==> src/rtl/regfile_pkg.sv <==
// Shared register-heap definitions: address/data widths, register codes,
// the write-request record and a one-hot helper used for hazard masks.
package regfile_pkg;

    localparam int REG_ADDR_W = 4;
    localparam int REG_DATA_W = 16;
    localparam int REG_NUM    = 16;

    // General-purpose and special register codes of the heap.
    localparam logic [REG_ADDR_W-1:0] R0      = 4'h0;
    localparam logic [REG_ADDR_W-1:0] R1      = 4'h1;
    localparam logic [REG_ADDR_W-1:0] R2      = 4'h2;
    localparam logic [REG_ADDR_W-1:0] R3      = 4'h3;
    localparam logic [REG_ADDR_W-1:0] R4      = 4'h4;
    localparam logic [REG_ADDR_W-1:0] R5      = 4'h5;
    localparam logic [REG_ADDR_W-1:0] R6      = 4'h6;
    localparam logic [REG_ADDR_W-1:0] R7      = 4'h7;
    localparam logic [REG_ADDR_W-1:0] REG_SP  = 4'h8;
    localparam logic [REG_ADDR_W-1:0] REG_T   = 4'h9;
    localparam logic [REG_ADDR_W-1:0] REG_IH  = 4'hA;
    localparam logic [REG_ADDR_W-1:0] REG_RA  = 4'hB;
    localparam logic [REG_ADDR_W-1:0] REG_EPC = 4'hC;

    typedef struct packed {
        logic [REG_ADDR_W-1:0] addr;
        logic [REG_DATA_W-1:0] data;
    } regwrite_req_t;

    // One bit per heap register, set at the position of addr.
    function automatic logic [REG_NUM-1:0] reg_onehot(input logic [REG_ADDR_W-1:0] addr);
        reg_onehot = {{(REG_NUM-1){1'b0}}, 1'b1} << addr;
    endfunction

endpackage

==> src/rtl/regwrite_fifo.sv <==
// In-order queue of pending side writes (exception/interrupt unit).
// Ports:
//   clk, rst_n      clock, asynchronous active-low reset (empties the queue)
//   push_i/req_i    enqueue req_i (ignored when full)
//   pop_i           dequeue head (ignored when empty)
//   head_o          current head entry
//   count_o         number of valid entries, 0..DEPTH
//   full_o/empty_o  occupancy flags, decoded from the count register
//   entry_addr_o    destination address stored in each slot
//   entry_valid_o   slot currently holds a queued entry
module regwrite_fifo
    import regfile_pkg::*;
#(
    parameter int DEPTH = 2,
    localparam int PTR_W = $clog2(DEPTH),
    localparam int CNT_W = $clog2(DEPTH + 1)
) (
    input  logic                                 clk,
    input  logic                                 rst_n,
    input  logic                                 push_i,
    input  regwrite_req_t                        req_i,
    input  logic                                 pop_i,
    output regwrite_req_t                        head_o,
    output logic [CNT_W-1:0]                     count_o,
    output logic                                 full_o,
    output logic                                 empty_o,
    output logic [DEPTH-1:0][REG_ADDR_W-1:0]     entry_addr_o,
    output logic [DEPTH-1:0]                     entry_valid_o
);

    regwrite_req_t    mem_q [DEPTH];
    logic [PTR_W-1:0] wr_ptr_q;
    logic [PTR_W-1:0] rd_ptr_q;
    logic [CNT_W-1:0] count_q;
    logic [CNT_W-1:0] count_d;
    logic             do_push_s;
    logic             do_pop_s;
    logic [PTR_W-1:0] offset_s;

    assign full_o    = (count_q == CNT_W'(DEPTH));
    assign empty_o   = (count_q == CNT_W'(0));
    assign count_o   = count_q;
    assign head_o    = mem_q[rd_ptr_q];
    assign do_push_s = push_i && !full_o;
    assign do_pop_s  = pop_i && !empty_o;

    // Next occupancy: a simultaneous push and pop leaves the count unchanged.
    always_comb begin
        count_d = count_q;
        case ({do_push_s, do_pop_s})
            2'b10:   count_d = count_q + CNT_W'(1);
            2'b01:   count_d = count_q - CNT_W'(1);
            default: count_d = count_q;
        endcase
    end

    // Storage, pointers and count; reset discards every queued entry.
    always_ff @(posedge clk or negedge rst_n) begin
        if (!rst_n) begin
            for (int i = 0; i < DEPTH; i++) begin
                mem_q[i] <= '{addr: 4'h0, data: 16'h0000};
            end
            wr_ptr_q <= PTR_W'(0);
            rd_ptr_q <= PTR_W'(0);
            count_q  <= CNT_W'(0);
        end else begin
            if (do_push_s) begin
                mem_q[wr_ptr_q] <= req_i;
                wr_ptr_q        <= wr_ptr_q + PTR_W'(1);
            end
            if (do_pop_s) begin
                rd_ptr_q <= rd_ptr_q + PTR_W'(1);
            end
            count_q <= count_d;
        end
    end

    // A slot is live when its distance from the read pointer is below the count.
    always_comb begin
        offset_s      = PTR_W'(0);
        entry_valid_o = '0;
        entry_addr_o  = '0;
        for (int i = 0; i < DEPTH; i++) begin
            offset_s         = PTR_W'(i) - rd_ptr_q;
            entry_valid_o[i] = (CNT_W'(offset_s) < count_q);
            entry_addr_o[i]  = mem_q[i].addr;
        end
    end

endmodule

==> src/rtl/regwrite_arbiter.sv <==
// Arbiter for the register heap's single write port. Writeback has priority;
// side writes from the exception unit queue in order and are guaranteed to
// drain by a one-cycle pipeline stall once they have lost STARVE_LIMIT times.
// Ports:
//   clk, rst_n           clock, asynchronous active-low reset
//   wb_we/addr/data_i    writeback request (ignored while stall_o is high)
//   exc_valid/addr/data_i side-write request, accepted when exc_ready_o
//   exc_ready_o          queue has room (from registered count only)
//   stall_o              hold WB this cycle
//   regwrite/wrreg/wdata_o registered heap write port
//   pend_mask_o          one bit per register targeted by a queued entry
module regwrite_arbiter
    import regfile_pkg::*;
#(
    parameter int DEPTH        = 2,
    parameter int STARVE_LIMIT = 4
) (
    input  logic                  clk,
    input  logic                  rst_n,
    input  logic                  wb_we_i,
    input  logic [REG_ADDR_W-1:0] wb_addr_i,
    input  logic [REG_DATA_W-1:0] wb_data_i,
    input  logic                  exc_valid_i,
    input  logic [REG_ADDR_W-1:0] exc_addr_i,
    input  logic [REG_DATA_W-1:0] exc_data_i,
    output logic                  exc_ready_o,
    output logic                  stall_o,
    output logic                  regwrite_o,
    output logic [REG_ADDR_W-1:0] wrreg_o,
    output logic [REG_DATA_W-1:0] wdata_o,
    output logic [REG_NUM-1:0]    pend_mask_o
);

    localparam int CNT_W = $clog2(DEPTH + 1);
    localparam int SW    = $clog2(STARVE_LIMIT + 1);

    regwrite_req_t                    fifo_head_s;
    logic [CNT_W-1:0]                 fifo_count_s;
    logic                             fifo_full_s;
    logic                             fifo_empty_s;
    logic [DEPTH-1:0][REG_ADDR_W-1:0] entry_addr_s;
    logic [DEPTH-1:0]                 entry_valid_s;
    regwrite_req_t                    push_req_s;

    logic                  push_s;
    logic                  pop_s;
    logic                  wb_win_s;
    logic                  queued_s;
    logic                  stall_s;
    logic [REG_NUM-1:0]    pend_mask_s;

    logic [SW-1:0]         starve_q;
    logic [SW-1:0]         starve_d;
    logic                  regwrite_q;
    logic                  regwrite_d;
    logic [REG_ADDR_W-1:0] wrreg_q;
    logic [REG_ADDR_W-1:0] wrreg_d;
    logic [REG_DATA_W-1:0] wdata_q;
    logic [REG_DATA_W-1:0] wdata_d;

    // Ready depends only on the registered count, so a pop on the same edge
    // never re-opens the queue early; this keeps ready free of input paths.
    assign push_s      = exc_valid_i && !fifo_full_s;
    assign push_req_s  = '{addr: exc_addr_i, data: exc_data_i};
    assign queued_s    = (fifo_count_s != CNT_W'(0));
    assign stall_s     = (starve_q == SW'(STARVE_LIMIT));

    regwrite_fifo #(
        .DEPTH (DEPTH)
    ) u_fifo (
        .clk           (clk),
        .rst_n         (rst_n),
        .push_i        (push_s),
        .req_i         (push_req_s),
        .pop_i         (pop_s),
        .head_o        (fifo_head_s),
        .count_o       (fifo_count_s),
        .full_o        (fifo_full_s),
        .empty_o       (fifo_empty_s),
        .entry_addr_o  (entry_addr_s),
        .entry_valid_o (entry_valid_s)
    );

    // Write-port arbitration: WB first unless stalled, then the queue head.
    always_comb begin
        regwrite_d = 1'b0;
        wrreg_d    = wrreg_q;
        wdata_d    = wdata_q;
        wb_win_s   = 1'b0;
        pop_s      = 1'b0;
        if (wb_we_i && !stall_s) begin
            wb_win_s   = 1'b1;
            regwrite_d = 1'b1;
            wrreg_d    = wb_addr_i;
            wdata_d    = wb_data_i;
        end else if (!fifo_empty_s) begin
            pop_s      = 1'b1;
            regwrite_d = 1'b1;
            wrreg_d    = fifo_head_s.addr;
            wdata_d    = fifo_head_s.data;
        end else begin
            regwrite_d = 1'b0;
        end
    end

    // Starvation count of edges the queue head lost to WB. Reaching the
    // limit raises stall_o, which forces a pop and clears the count again.
    always_comb begin
        starve_d = starve_q;
        if (pop_s || !queued_s) begin
            starve_d = SW'(0);
        end else if (wb_win_s && !stall_s) begin
            starve_d = starve_q + SW'(1);
        end else begin
            starve_d = starve_q;
        end
    end

    // Pending-register mask over live queue slots for decode hazard checks.
    always_comb begin
        pend_mask_s = {REG_NUM{1'b0}};
        for (int i = 0; i < DEPTH; i++) begin
            if (entry_valid_s[i]) begin
                pend_mask_s = pend_mask_s | reg_onehot(entry_addr_s[i]);
            end else begin
                pend_mask_s = pend_mask_s;
            end
        end
    end

    // Output write-port registers and starvation counter.
    always_ff @(posedge clk or negedge rst_n) begin
        if (!rst_n) begin
            starve_q   <= SW'(0);
            regwrite_q <= 1'b0;
            wrreg_q    <= 4'h0;
            wdata_q    <= 16'h0000;
        end else begin
            starve_q   <= starve_d;
            regwrite_q <= regwrite_d;
            wrreg_q    <= wrreg_d;
            wdata_q    <= wdata_d;
        end
    end

    assign exc_ready_o = !fifo_full_s;
    assign stall_o     = stall_s;
    assign regwrite_o  = regwrite_q;
    assign wrreg_o     = wrreg_q;
    assign wdata_o     = wdata_q;
    assign pend_mask_o = pend_mask_s;

endmodule

==> config.mk <==
export PLATFORM = sky130hd
export DESIGN_NAME = regwrite_arbiter
export DESIGN_NICKNAME = d
export VERILOG_FILES = /design/src/rtl/regfile_pkg.sv /design/src/rtl/regwrite_fifo.sv /design/src/rtl/regwrite_arbiter.sv
export SDC_FILE = /design/constraint.sdc
export NUM_CORES = 1
export LEC_CHECK = 0
export ABC_AREA = 1
export BUFFER_PORTS_ARGS = -buffer_cell sky130_fd_sc_hd__buf_2
export CORE_ASPECT_RATIO = 0.9
export CORE_MARGIN = 2
export CORE_UTILIZATION = 49
export DETAILED_ROUTE_END_ITERATION = 8
export PLACE_DENSITY = 0.86
export SLEW_MARGIN = 10
export SYNTH_ARGS = -nofsm -noshare
export SYNTH_HDL_FRONTEND = slang
export SYNTH_HIERARCHICAL = 1
export SYNTH_SLANG_ARGS = --single-unit
==> constraint.sdc <==
create_clock -name clk -period 1.92 [get_ports clk]
set_clock_uncertainty 0.05 [all_clocks]
set_input_delay 0.096 -clock clk [delete_from_list [all_inputs] [get_ports clk]]
set_output_delay 0.096 -clock clk [all_outputs]
set_load 0.005 [all_outputs]
==> out/qor.log <==
[clock_tree] number of buffers on the longest clock path 2
[global_route] largest net degree at the start of global routing 69
[clock_tree] CTS Buf Count 9
[power_and_ir_drop] power share of the sequential group 36.0%
[critical_path] chain of cells forming the critical path inv_2 -> o21ai_1 -> inv_1 -> nor2_2 -> nand2_1 -> o21ai_0 -> buf_2
[status] status finished, final reports clean
[clock_tree] TritonCTS clock tree yes
[synth] Synth Area in Compound Gates 2.854%
[place] Cell Area, Placed 4115 um2
[final_layout] total inserted antenna cells 0
[critical_path] launch point of the critical path u_fifo/count_o[0]
[final_layout] final design area excluding fillers 4778 um2
[final_layout] commonest cells after routing, fill and taps aside nand2_1 (202), buf_2 (82), dfrtp_1 (66)
[power_and_ir_drop] total power divided by cell area 1496 nW/um2
[sta] Hold Violations, Final 0
[critical_path] Critical-path top delay cell dfrtp_2
[critical_path] FF-to-FF setup slack 130 ps
[critical_path] Largest stage delay, worst path 420 ps
[place] count of buffers inserted at the top-level ports 82
[global_route] GRT Residual Overflow 0
[power_and_ir_drop] Power Internal 4.025 mW
[power_and_ir_drop] Leakage Power 2.550 nW
[synth] combined area of all synthesized cells 3726 um2
[synth] mean post-synth cell area 7.573 um2
[critical_path] kind of critical path flop to output port
[sta] number of max-slew violations in the final report 0
[sta] worst slew slack as a fraction of its limit 76.23%
[power_and_ir_drop] logic gate share of total power 46.8%
[final_layout] number of fill cells in the layout 606
[detailed_routing] number of vias per cell after detailed routing 5.383
[synth] synthesized netlist net count 539
[floorplanning] horizontal extent of the die 95.92 um
[synth] count of yosys warnings during synthesis 6
[final_layout] area added between synthesis and finish 28.24%
[critical_path] maximum fanout along the worst path 5
[detailed_routing] Routed WL per cell 13.88 um
[clock_tree] CTS clock-pin slew for the worst setup and hold paths 70 ps
[clock_tree] clock latency on the worst-skew pair 340 ps
[floorplanning] starting density of the core 49.88%
[floorplanning] number of standard-cell rows in the floorplan 30
[power_and_ir_drop] worst supply voltage drop on vdd 0.7941 mV
[power_and_ir_drop] clock network fraction of total power 17.1%
[critical_path] startpoint types flop
[final_layout] share of layout cells above drive strength 1 21.51%
[place] Final GP Congestion 0.8352
[detailed_routing] vias after detailed routing 3795
[synth] synthesized-area fraction occupied by adder cells 1.007%
[synth] XOR/XNOR Fraction of Synth Area 0.2351%
[floorplanning] area inside the core boundary 7470 um2
[detailed_routing] count of routing violations after the opening detailed-route iteration 498
[power_and_ir_drop] proportion of total power due to net switching 43.69%
[sta] min Tclk post-route 1826 ps
[job] max cap viols 0
[sta] unrepaired setup endpoints after global routing yes
[critical_path] worst path bufs/invs 3
[global_route] Tot GR Track Use 24.40%
[synth] fraction of the yosys area taken by sequential cells 45.67%
[floorplanning] Die Area 8319 um2
[critical_path] origin of the critical flop-to-flop path starve_q[1]
[detailed_routing] remaining antenna violation count after routing 0
[global_route] number of global-route vias before repair 3340
[global_route] antenna violations before repair 0
[synth] Synth Area in Simple Gates 39.89%
[final_layout] Cell Count, Final, Fillers Out 705
[synth] post-synthesis cell type count 21
[place] placed insts 647
[synth] register bit total from synthesis 68
[global_route] wire length of the first global-routing pass 15830 um
[floorplanning] I/O Pins 83
[sta] setup TNS 0 ps
[critical_path] critical path data arrival time 1680 ps
[place] HPWL reported at the end of detailed placement 6503 um
[sta] Highest Clock Rate 547.7 MHz
[critical_path] nature of the critical path endpoint output port
[sta] period utilisation layout 95.10%
[detailed_routing] DRC violations left 0
[synth] synthesized instance count 492
[critical_path] required time worst endpoint 1770 ps
[final_layout] share of the core filled with cells 63.97%
[sta] final setup vio count 0
[hold_path] Tightest Hold Check Type input port to flop
[clock_tree] number of clock sinks seen by CTS 68
[detailed_routing] count of TritonRoute iterations in the first routing pass 6
[sta] Worst Hold Margin 17.23 ps
[clock_tree] root cell of the clock tree clkbuf_8
[synth] mux cell area share after synthesis 0%
[detailed_routing] sum of routed wire length over all layers 9783 um
[floorplanning] Die H 86.73 um
[synth] combinational family with the most area after synthesis simple AND/OR/NAND/NOR gates
[clock_tree] deepest level of the CTS H-tree 3
[hold_path] Hold Crit Start wb_we_i
[critical_path] cell family with most CP delay flip-flops
[power_and_ir_drop] net switching power 3.123 mW
[final_layout] Final nets 652
[sta] pin slew with the least headroom to its limit 356.0 ps
[final_layout] leading cell type in the layout, fill and taps excluded nand2_1
-- path summary, 6_finish.rpt --
kind                                          end  cells after the start
worst min register to register    u_fifo/mem_q[6]                      2
worst min-delay path                  starve_q[2]                      3
max in group asynchronous       u_fifo/count_o[0]                      3
min in group asynchronous         u_fifo/mem_q[8]                      3
worst max-delay path               pend_mask_o[9]                      7
worst max register to register  u_fifo/count_o[1]                     13
-- cell usage after synthesis --
master / n / area share [%]
o22ai_1: 1 / 0.17
clkbuf_1: 5 / 0.50
buf_6: 8 / 2.4
nand3_4: 2 / 0.94
nor2_1: 9 / 0.91
buf_4: 15 / 3.0
xnor2_1: 1 / 0.24
nand2_4: 2 / 0.60
a21oi_1: 1 / 0.13
buf_2: 11 / 1.5
nand3_1: 65 / 8.7
inv_1: 26 / 2.6
nand2_1: 202 / 20
nor3_1: 7 / 0.94
inv_2: 3 / 0.30
nand2_2: 1 / 0.17
dfrtp_1: 68 / 46
nand4_1: 42 / 7.1
nand3b_1: 1 / 0.20
o21ai_0: 19 / 2.6
ha_1: 3 / 1.0
-- per-stage QoR --
stage	setup slack (ps)	total power, mW
6_report	94.16	7.149
5_1_grt	-30.85	7.726
4_1_cts	1.557	6.998
3_5_place_dp	120.2	5.690
3_3_place_gp	228.9	5.535
2_1_floorplan	110.6	4.811
-- logic make-up after synthesis --
logic type,count (synthesis)
simple gates,331
buf+inv,68
flops,68
compound gates,21
fa+ha+maj,3
xor+xnor,1
-- sequential cells by signal, summed over array words and instances (netlist names) --
signal and cells:
u_fifo/count_o 2, u_fifo/entry_addr_o 8, starve_q 3, u_fifo/mem_q 32
wrreg_o 4, u_fifo/wr_ptr_q 1, u_fifo/rd_ptr_q 1, regwrite_o 1
wdata_o 16
-- power by group through the flow --
stage	Sequential [mW]	Combinational [mW]	Clock [mW]
floorplan	2.44	2.38	0
global placement	2.53	3.01	0
detailed placement	2.57	3.12	0
CTS	2.55	3.21	1.25
global route	2.65	3.76	1.32
finish	2.57	3.35	1.23
-- routing by layer --
metal	global-route usage (%)	vias to the layer above	wire (um)
li1	-	1839	-
met1	35.69	1753	4146
met2	37.76	192	4611
met3	5.652	11	952
met4	4.156	0	73
met5	0	-	0
-- repair_timing --
action                     in CTS  in global routing
setup endpoints to repair       8                 17
setup buffers                   0                  2
gates resized for setup         1                 10
hold buffers                   41                  0
hold endpoints to repair      124                  0
pin swaps                       0                  1
-- final cells by class --
class / instances / area, um2 / share of cell area [%]
repair buffers: 141 / 968.4 / 20.27
clock inverters: 5 / 77.57 / 1.623
well taps: 96 / 120.1 / 2.514
multi-input cells: 356 / 1672 / 34.98
clock buffers: 10 / 127.6 / 2.671
flip-flops and latches: 68 / 1704 / 35.66
inverters: 29 / 108.9 / 2.278
-- worst reg2reg max path, cell delays in order, from the launching register on --
cell and delay [ps]:
dfrtp_1 390, inv_1 90, ha_2 180, nand2_2 90
nand2_4 70, nand2_1 60, inv_1 60, inv_1 50
nor2_2 160, ha_4 220, inv_1 70, nand3_1 90
nand2_1 70, nand2_1 50
Power figures use the tool's default switching activity.
